File: config.mk
export PLATFORM = sky130hd
export DESIGN_NAME = id_ex_pipe_reg
export DESIGN_NICKNAME = d
export VERILOG_FILES = /design/src/rtl/rv32i_pkg.sv /design/src/rtl/sat_counter.sv /design/src/rtl/id_ex_pipe_reg.sv
export SDC_FILE = /design/constraint.sdc
export NUM_CORES = 1
export LEC_CHECK = 0
export CAP_MARGIN = 5
export CORE_AREA = 2 2 171 173
export DETAILED_ROUTE_END_ITERATION = 6
export DIE_AREA = 0 0 173 175
export PLACE_DENSITY = 0.69
export REMOVE_ABC_BUFFERS = 1
export SYNTH_ARGS = -nofsm -noshare
export SYNTH_HDL_FRONTEND = slang
export SYNTH_HIERARCHICAL = 1
export SYNTH_SLANG_ARGS = --single-unit
File: constraint.sdc
create_clock -name clk -period 2.55 [get_ports clk]
set_clock_uncertainty 0.05 [all_clocks]
set_input_delay 0.255 -clock clk [delete_from_list [all_inputs] [get_ports clk]]
set_output_delay 0.255 -clock clk [all_outputs]
set_load 0.005 [all_outputs]
File: src/rtl/rv32i_pkg.sv
// Shared RV32I constants: opcodes, forward-select encodings and the EX control payload.
package rv32i_pkg;

  localparam int unsigned REG_IDX_W = 5;
  localparam int unsigned OPCODE_W  = 7;
  localparam int unsigned FUNCT3_W  = 3;
  localparam int unsigned FWD_SEL_W = 2;

  localparam logic [OPCODE_W-1:0] OP_LUI    = 7'b0110111;
  localparam logic [OPCODE_W-1:0] OP_AUIPC  = 7'b0010111;
  localparam logic [OPCODE_W-1:0] OP_JAL    = 7'b1101111;
  localparam logic [OPCODE_W-1:0] OP_JALR   = 7'b1100111;
  localparam logic [OPCODE_W-1:0] OP_BRANCH = 7'b1100011;
  localparam logic [OPCODE_W-1:0] OP_LOAD   = 7'b0000011;
  localparam logic [OPCODE_W-1:0] OP_STORE  = 7'b0100011;
  localparam logic [OPCODE_W-1:0] OP_IMM    = 7'b0010011;
  localparam logic [OPCODE_W-1:0] OP_REG    = 7'b0110011;

  // A bubble decodes as addi x0,x0,0
  localparam logic [OPCODE_W-1:0] NOP_OPCODE = OP_IMM;

  localparam logic [FWD_SEL_W-1:0] FWD_RF  = 2'b00;
  localparam logic [FWD_SEL_W-1:0] FWD_EX  = 2'b01;
  localparam logic [FWD_SEL_W-1:0] FWD_MEM = 2'b10;

  typedef struct packed {
    logic [REG_IDX_W-1:0] rd;
    logic [OPCODE_W-1:0]  opcode;
    logic [FUNCT3_W-1:0]  funct3;
    logic                 wr_reg_n;
    logic                 valid;
  } ex_ctrl_t;

  localparam ex_ctrl_t EX_CTRL_BUBBLE = '{
    rd:       5'd0,
    opcode:   NOP_OPCODE,
    funct3:   3'd0,
    wr_reg_n: 1'b1,
    valid:    1'b0
  };

  function automatic logic uses_rs1(input logic [OPCODE_W-1:0] op);
    case (op)
      OP_LUI, OP_AUIPC, OP_JAL: uses_rs1 = 1'b0;
      OP_JALR, OP_BRANCH, OP_LOAD, OP_STORE, OP_IMM, OP_REG: uses_rs1 = 1'b1;
      default: uses_rs1 = 1'b1;
    endcase
  endfunction

  function automatic logic uses_rs2(input logic [OPCODE_W-1:0] op);
    uses_rs2 = (op == OP_REG) || (op == OP_STORE) || (op == OP_BRANCH);
  endfunction

endpackage

File: src/rtl/sat_counter.sv
// Event counter that sticks at all-ones instead of wrapping.
module sat_counter #(
  parameter int unsigned CNT_W = 32
) (
  input  logic             clk,
  input  logic             rst_n,
  input  logic             i_inc,
  output logic [CNT_W-1:0] o_cnt
);

  logic [CNT_W-1:0] r_cnt;

  always_ff @(posedge clk or negedge rst_n) begin
    if (!rst_n) begin
      r_cnt <= '0;
    end else if (i_inc && (r_cnt != {CNT_W{1'b1}})) begin
      r_cnt <= r_cnt + CNT_W'(1);
    end
  end

  assign o_cnt = r_cnt;

endmodule

File: src/rtl/id_ex_pipe_reg.sv
// ID/EX pipeline register: operand forwarding mux, load-use bubble, flush bubble
// and saturating stall/flush event counters.
module id_ex_pipe_reg
  import rv32i_pkg::*;
#(
  parameter int unsigned XLEN  = 32,
  parameter int unsigned CNT_W = 32
) (
  input  logic             clk,
  input  logic             rst_n,
  input  logic [XLEN-1:0]  pc_id,
  input  logic [4:0]       rs1_id,
  input  logic [4:0]       rs2_id,
  input  logic [4:0]       rd_id,
  input  logic [6:0]       opcode_id,
  input  logic [2:0]       funct3_id,
  input  logic [XLEN-1:0]  imm_id,
  input  logic             wr_reg_n_id,
  input  logic [XLEN-1:0]  rf_data1,
  input  logic [XLEN-1:0]  rf_data2,
  input  logic [1:0]       forward_data1,
  input  logic [1:0]       forward_data2,
  input  logic [XLEN-1:0]  fwd_ex_val,
  input  logic [XLEN-1:0]  fwd_mem_val,
  input  logic             flush,
  output logic [XLEN-1:0]  pc_ex,
  output logic [XLEN-1:0]  a_ex,
  output logic [XLEN-1:0]  b_ex,
  output logic [XLEN-1:0]  imm_ex,
  output logic [4:0]       rd_ex,
  output logic [6:0]       opcode_ex,
  output logic [2:0]       funct3_ex,
  output logic             wr_reg_n_ex,
  output logic             valid_ex,
  output logic             stall_id,
  output logic [CNT_W-1:0] stall_cnt,
  output logic [CNT_W-1:0] flush_cnt
);

  logic [XLEN-1:0] r_pc;
  logic [XLEN-1:0] r_a;
  logic [XLEN-1:0] r_b;
  logic [XLEN-1:0] r_imm;
  ex_ctrl_t        r_ctrl;

  logic [XLEN-1:0] w_op1;
  logic [XLEN-1:0] w_op2;
  logic            w_load_use;
  logic            w_bubble;
  logic            w_stall_inc;

  // Operand select; x0 is not re-checked, the forwarding unit never targets it
  always_comb begin
    w_op1 = rf_data1;
    case (forward_data1)
      FWD_EX:  w_op1 = fwd_ex_val;
      FWD_MEM: w_op1 = fwd_mem_val;
      FWD_RF:  w_op1 = rf_data1;
      default: w_op1 = rf_data1;
    endcase
    w_op2 = rf_data2;
    case (forward_data2)
      FWD_EX:  w_op2 = fwd_ex_val;
      FWD_MEM: w_op2 = fwd_mem_val;
      FWD_RF:  w_op2 = rf_data2;
      default: w_op2 = rf_data2;
    endcase
  end

  always_comb begin
    w_load_use = r_ctrl.valid && (r_ctrl.opcode == OP_LOAD) && !r_ctrl.wr_reg_n &&
                 (r_ctrl.rd != 5'd0) &&
                 ((uses_rs1(opcode_id) && (rs1_id == r_ctrl.rd)) ||
                  (uses_rs2(opcode_id) && (rs2_id == r_ctrl.rd)));
  end

  assign w_stall_inc = w_load_use && !flush;
  assign w_bubble    = flush || w_load_use;
  assign stall_id    = w_stall_inc;

  always_ff @(posedge clk or negedge rst_n) begin
    if (!rst_n) begin
      r_pc   <= '0;
      r_a    <= '0;
      r_b    <= '0;
      r_imm  <= '0;
      r_ctrl <= EX_CTRL_BUBBLE;
    end else if (w_bubble) begin
      r_pc   <= '0;
      r_a    <= '0;
      r_b    <= '0;
      r_imm  <= '0;
      r_ctrl <= EX_CTRL_BUBBLE;
    end else begin
      r_pc   <= pc_id;
      r_a    <= w_op1;
      r_b    <= w_op2;
      r_imm  <= imm_id;
      r_ctrl <= '{rd: rd_id, opcode: opcode_id, funct3: funct3_id,
                  wr_reg_n: wr_reg_n_id, valid: 1'b1};
    end
  end

  sat_counter #(.CNT_W(CNT_W)) u_stall_cnt (
    .clk   (clk),
    .rst_n (rst_n),
    .i_inc (w_stall_inc),
    .o_cnt (stall_cnt)
  );

  sat_counter #(.CNT_W(CNT_W)) u_flush_cnt (
    .clk   (clk),
    .rst_n (rst_n),
    .i_inc (flush),
    .o_cnt (flush_cnt)
  );

  assign pc_ex       = r_pc;
  assign a_ex        = r_a;
  assign b_ex        = r_b;
  assign imm_ex      = r_imm;
  assign rd_ex       = r_ctrl.rd;
  assign opcode_ex   = r_ctrl.opcode;
  assign funct3_ex   = r_ctrl.funct3;
  assign wr_reg_n_ex = r_ctrl.wr_reg_n;
  assign valid_ex    = r_ctrl.valid;

endmodule

======== Word level (Yosys, flattened, before mapping) ========
Cells that the tools add are included.
Widths: inputs -> output; s select.
storage, ports and cells
  register bits after elaboration ......... 209
  output and inout bits ................... 210
  logic and storage cells ................. 53
cells by class
  $add $sub $neg .......................... 2
  eq/ne operators ......................... 15
  mux-type cells .......................... 8
  reductions and logical operators ........ 17
operators with widths
  operator               number
  $mux 32                4
  $pmux 32 s2            2
  $add 32x1->32 const B  2
  $ne 32x32->1 const B   2
  $eq 7x6->1 const B     3
  $mux 17                1
  $eq 7x7->1 const B     2
  $eq 5x5->1             2
  $logic_and 1x1->1      9
  $eq 7x2->1 const B     1
  $eq 7x5->1 const B     1
  $reduce_bool 5->1      1
  $eq 2x1->1 const B     2
  $eq 2x2->1 const B     2
  $logic_or 1x1->1       4
  $reduce_or 3->1        1
  $logic_not 1->1        2
  $mux 1                 1

======== Logic depth before layout (Yosys ltp) ========
  depth after elaboration ................. 8
  gate-level depth with buffers ........... 10

======== By module ========
Netlist, hierarchy kept.
modules (own cells, without submodules)
  module                     times used  cells each  area an instance (um^2)  seq. area each (um^2)
  id_ex_pipe_reg             1           571         6024.5                   3633.5
  sat_counter (u_flush_cnt)  1           151         1624.1                   800.8
  sat_counter (u_stall_cnt)  1           140         1522.7                   800.8

======== Worst setup path before layout ========
Ideal clock, no wire load.
  path type ............................... register to register
  start point ............................. reg r_ctrl, in the netlist opcode_ex[0]
  end point ............................... reg u_stall_cnt.r_cnt[30], in the netlist u_stall_cnt/o_cnt[30]
  library setup time ...................... 0.080 ns
  data arrival time ....................... 2.616 ns
  data required time ...................... 2.420 ns
  path slack .............................. -0.196 ns
  cell stages (with the launch flop) ...... 10
  clock period less this slack ............ 2.746 ns
  cell sequence ........................... dfstp_2 and4bb_1 nand4_1 o21bai_1 nor3_1 nand3_1 or3_1 buf_6 nor4_1 xnor2_1
between the ends
  cells in the longest elaborated chain, start to end .. 7
RTL lines
  element                          RTL line              source
  start, declared                  id_ex_pipe_reg.sv:44  ex_ctrl_t r_ctrl;
  start signal, assigned           id_ex_pipe_reg.sv:99  r_ctrl <= '{rd: rd_id, opcode: opcode_id, funct3: funct3_id,
  $eq 7x2->1                       id_ex_pipe_reg.sv:71  w_load_use = r_ctrl.valid && (r_ctrl.opcode == OP_LOAD) && !r_ctrl.wr_reg_n &&
  $logic_and 1x1->1 (3 in series)  id_ex_pipe_reg.sv:71
  $logic_and 1x1->1                id_ex_pipe_reg.sv:72  (r_ctrl.rd != 5'd0) &&
  $logic_and 1x1->1                id_ex_pipe_reg.sv:77  assign w_stall_inc = w_load_use && !flush;
  via stall_id                     id_ex_pipe_reg.sv:35  output logic stall_id,
  $logic_and 1x1->1                sat_counter.sv:16     end else if (i_inc && (r_cnt != {CNT_W{1'b1}})) begin
  end signal, assigned             sat_counter.sv:17     r_cnt <= r_cnt + CNT_W'(1);
  end, declared                    sat_counter.sv:11     logic [CNT_W-1:0] r_cnt;
The timed path passes the listed nets, and every way through them passes these cells.
A chain may end at the register's enable or synchronous reset.

======== Worst setup path in the final report ========
  start point ............................. reg r_ctrl, in the netlist rd_ex[2]
  end point ............................... out stall_id
between the ends
  cells in the longest elaborated chain, start to end .. 5
  elaborated cells on any way between the ends .. 9
  those cells by class .................... 2 x eq/ne; 7 x reduce/logical
RTL lines
  element                                      RTL line                                    source
  $eq 5x5->1, on equally long branches         id_ex_pipe_reg.sv:73, id_ex_pipe_reg.sv:74
  $logic_and 1x1->1, on equally long branches  id_ex_pipe_reg.sv:73, id_ex_pipe_reg.sv:74
  $logic_or 1x1->1                             id_ex_pipe_reg.sv:73                        ((uses_rs1(opcode_id) && (rs1_id == r_ctrl.rd)) ||
  $logic_and 1x1->1 (*)                        id_ex_pipe_reg.sv:72
  $logic_and 1x1->1 (*)                        id_ex_pipe_reg.sv:77
  end, declared                                id_ex_pipe_reg.sv:35
Every way passes the cells marked *; elsewhere a longest branch is shown, timed or not.

==> qor.csv <==
metric,value,unit
Rows,62,
Final setup viols,0,
"slowest stage cell, crit path",or4_4,
FF-to-FF End,u_stall_cnt/o_cnt[31]$_DFFE_PN0P_,
largest net degree at the start of global routing,75,
status,"finished, final reports clean",
vias in the first global route,8465,
first-pass GRT wire length,48.1,mm
CTS Sinks,209,
detailed-route DRC error count,0,
"commonest non-fill, non-tap cell in the layout",clkdlybuf4s50_1,
number of fill cells in the layout,2522,
syn avg cell area,10.6,um2
Reg2Reg Depth,10,
Die Wd,173,um
Max-cap violations,0,
Required @ worst endpoint,2.25,ns
CP peak stage delay,0.57,ns
fin. max-slew vios,0,
vias per cell,4.82,
crit path capture type,output port,
initial antenna violation count,1,
Async SR Flop Fraction,100,%
mux cell area share after synthesis,0.368,%
wire per inst,18.3,um
PortBufs,434,
Leak Pwr,6.43,nW
Peak VDD IR,0.463,mV
Max Freq,0.404,GHz
H-tree levels,1,
min-delay worst type,in -> async,
Cells after Synth,862,
post-synthesis xor/xnor area fraction,6.59,%
Tot GR Track Use,20.3,%
multi-input combinational cell area,3750,um2
Post-DRT Antenna Nets,0,
final WL,31.7,mm
Tcrit/Tclk final,97.0,%
clk_lat worst skew,0.52,ns
Worst-Margin Slew,0.749,ns
Die Ht,175,um
CP Max Fanout,4,
RSZ-0062 raised after global routing,yes,
post-synthesis cell area,9170,um2
initial core utilization,32.3,%
die area,30300,um2
1st-iter DRT viols,414,
DP Wirelength,24.3,mm
Yosys Warn Count,6,
most frequent cells in the layout,"clkdlybuf4s50_1 (432), dfrtp_1 (201), nor2_1 (152)",
simple-gate share of the synthesized area,21.0,%
r2r startpoint,opcode_ex[0]$_DFF_PN1_,
final worst path period need,2.47,ns
Setup WS pre-CTS,-0.363,ns
routability cong.,0.931,
"Arr. time, crit path",2.17,ns
Post-synth EDFFs,0,
layout cells sized above 1,10.1,%
"Critical Path, Cell by Cell","or4_4, o21bai_4, nor3_2, buf_4, dlygate4sd2_1",
CTS clock-pin slew for the worst setup and hold paths,0.06,ns
final layout net count,1561,
Crit Path Category,reg -> out,
CTS max path bufs,3,
Num CTS Buffers,24,
CTS tree,built,
Root Buffer,clkbuf_16,
Slew headroom,50.1,%
synth-to-layout area growth,65.5,%
register bit count reported by yosys,209,
sequential area share after synthesis,57.1,%
worst setup margin,0.0777,ns
Cell variety after synth,50,
dominant synthesized flop cell,dfrtp_1,
r2r setup slk,0.10,ns
largest family of logic cells by synthesized area,simple AND/OR/NAND/NOR gates,
DRT Pass-1 Iters,5,
core area,28400,um2
Synth Area in Adders,0.819,%
sequential cell area,5240,um2
startpoint types,flip-flop,
Final Hold Viols,0,
I/O pins,435,
Compound-Gate Fraction of Synth Area,10.5,%
Power Density,569,nW/um2
diodes inserted,0,
setup_tns,0,ns
total gr overflow,0,
via count,8334,
[how the worst max path moves through the flow]
stage | end | from | slack [ns] | cells past startpoint
6_report | stall_id | rd_ex[2]$_DFF_PN0_ | 0.08 | 5
5_1_grt | u_stall_cnt/o_cnt[31]$_DFFE_PN0P_ | opcode_ex[0]$_DFF_PN1_ | -0.03 | 10
4_1_cts | u_stall_cnt/o_cnt[30]$_DFFE_PN0P_ | opcode_ex[0]$_DFF_PN1_ | 0.02 | 10
3_5_place_dp | u_stall_cnt/o_cnt[12]$_DFFE_PN0P_ | opcode_id[3] | -0.36 | 12
3_3_place_gp | u_stall_cnt/o_cnt[26]$_DFFE_PN0P_ | opcode_id[5] | -0.26 | 11
2_1_floorplan | funct3_ex[0]$_DFF_PN0_ | opcode_ex[0]$_DFF_PN1_ | -0.21 | 6
[per-stage QoR]
| stage | instances | power [mW] | util [%] | cell area, um2 | hold slack (ns) |
|---|---|---|---|---|---|
| after global routing | 1729 | 9.05 | 53.5 | 15200 | 0.206 |
| after detailed placement | 1683 | 5.25 | 50.0 | 14200 | 0.170 |
| after floorplan | 817 | 4.13 | - | 8880 | -0.0906 |
| after CTS | 1729 | 8.76 | 53.2 | 15100 | 0.178 |
| after global placement | 1683 | 5.22 | 50.0 | 14200 | 0.170 |
| final | 1729 | 8.64 | 53.5 | 15200 | 0.190 |
[critical path: cells and delay by family (launching register included)]
family / cells / cell delay (ns)
flops: 1 / 0.46
buf+inv: 2 / 0.40
compound gates: 1 / 0.17
simple gates: 2 / 0.62
[where the power goes]
| part | switching, mW | internal, mW | leakage (nW) |
|---|---|---|---|
| combinational | 0.637 | 0.914 | 3.31 |
| clock | 1.34 | 2.10 | 0.385 |
| sequential | 0.128 | 3.51 | 2.74 |
| total | 2.11 | 6.53 | 6.43 |
[flip-flops by register name (all words and copies together), names as in the netlist]
name	cells
opcode_ex	7
u_flush_cnt/o_cnt	32
b_ex	32
pc_ex	32
a_ex	32
funct3_ex	3
u_stall_cnt/o_cnt	32
rd_ex	5
wr_reg_n_ex	1
valid_ex	1
imm_ex	32
[layout make-up]
type                       instances  share of cell area, %
timing repair buffer             487                   32.1
clock buffer                      36                   4.65
clock inverter                     5                  0.585
inverter                          12                  0.313
tap                              384                   3.17
multi-input combinational        596                   24.7
sequential                       209                   34.5
[kinds of logic (layout without fill, tap and decap cells)]
group,count (synthesis),in the layout
AO/OA/AOI/OAI,146,146
adder cells (fa/ha/maj),6,6
flip-flops,209,209
AND/OR/NAND/NOR,372,372
multiplexers,3,3
buffers and inverters,57,540
XOR/XNOR,69,69
[synthesized netlist by cell type, types with 16 or more instances]
| master | n | area share [%] |
|---|---|---|
| xnor2_1 | 50 | 4.8 |
| a22oi_1 | 64 | 5.2 |
| clkbuf_1 | 22 | 0.90 |
| dfrtp_1 | 205 | 56 |
| nand4_1 | 32 | 2.2 |
| xor2_1 | 19 | 1.8 |
| nand2_1 | 28 | 1.1 |
| a21oi_1 | 69 | 3.8 |
| buf_6 | 16 | 2.0 |
| nand3_1 | 28 | 1.5 |
| nor2_1 | 154 | 6.3 |
| and2_1 | 78 | 5.3 |
[metal layers]
layer  part of all wire [%]  track usage (%)
met1                     40             25.0
met2                     49             34.2
met3                    8.2             6.05
met4                    2.7             6.32
met5                  0.041                0
[timing repair]
action	4_1_cts	5_1_grt
pin swaps	6	7
gates resized for setup	16	17
hold buffers	1	0
endpoints found under the hold margin	42	0
buffers inserted	4	0
endpoints found under the setup margin	3	28
Power figures use the tool's default switching activity.
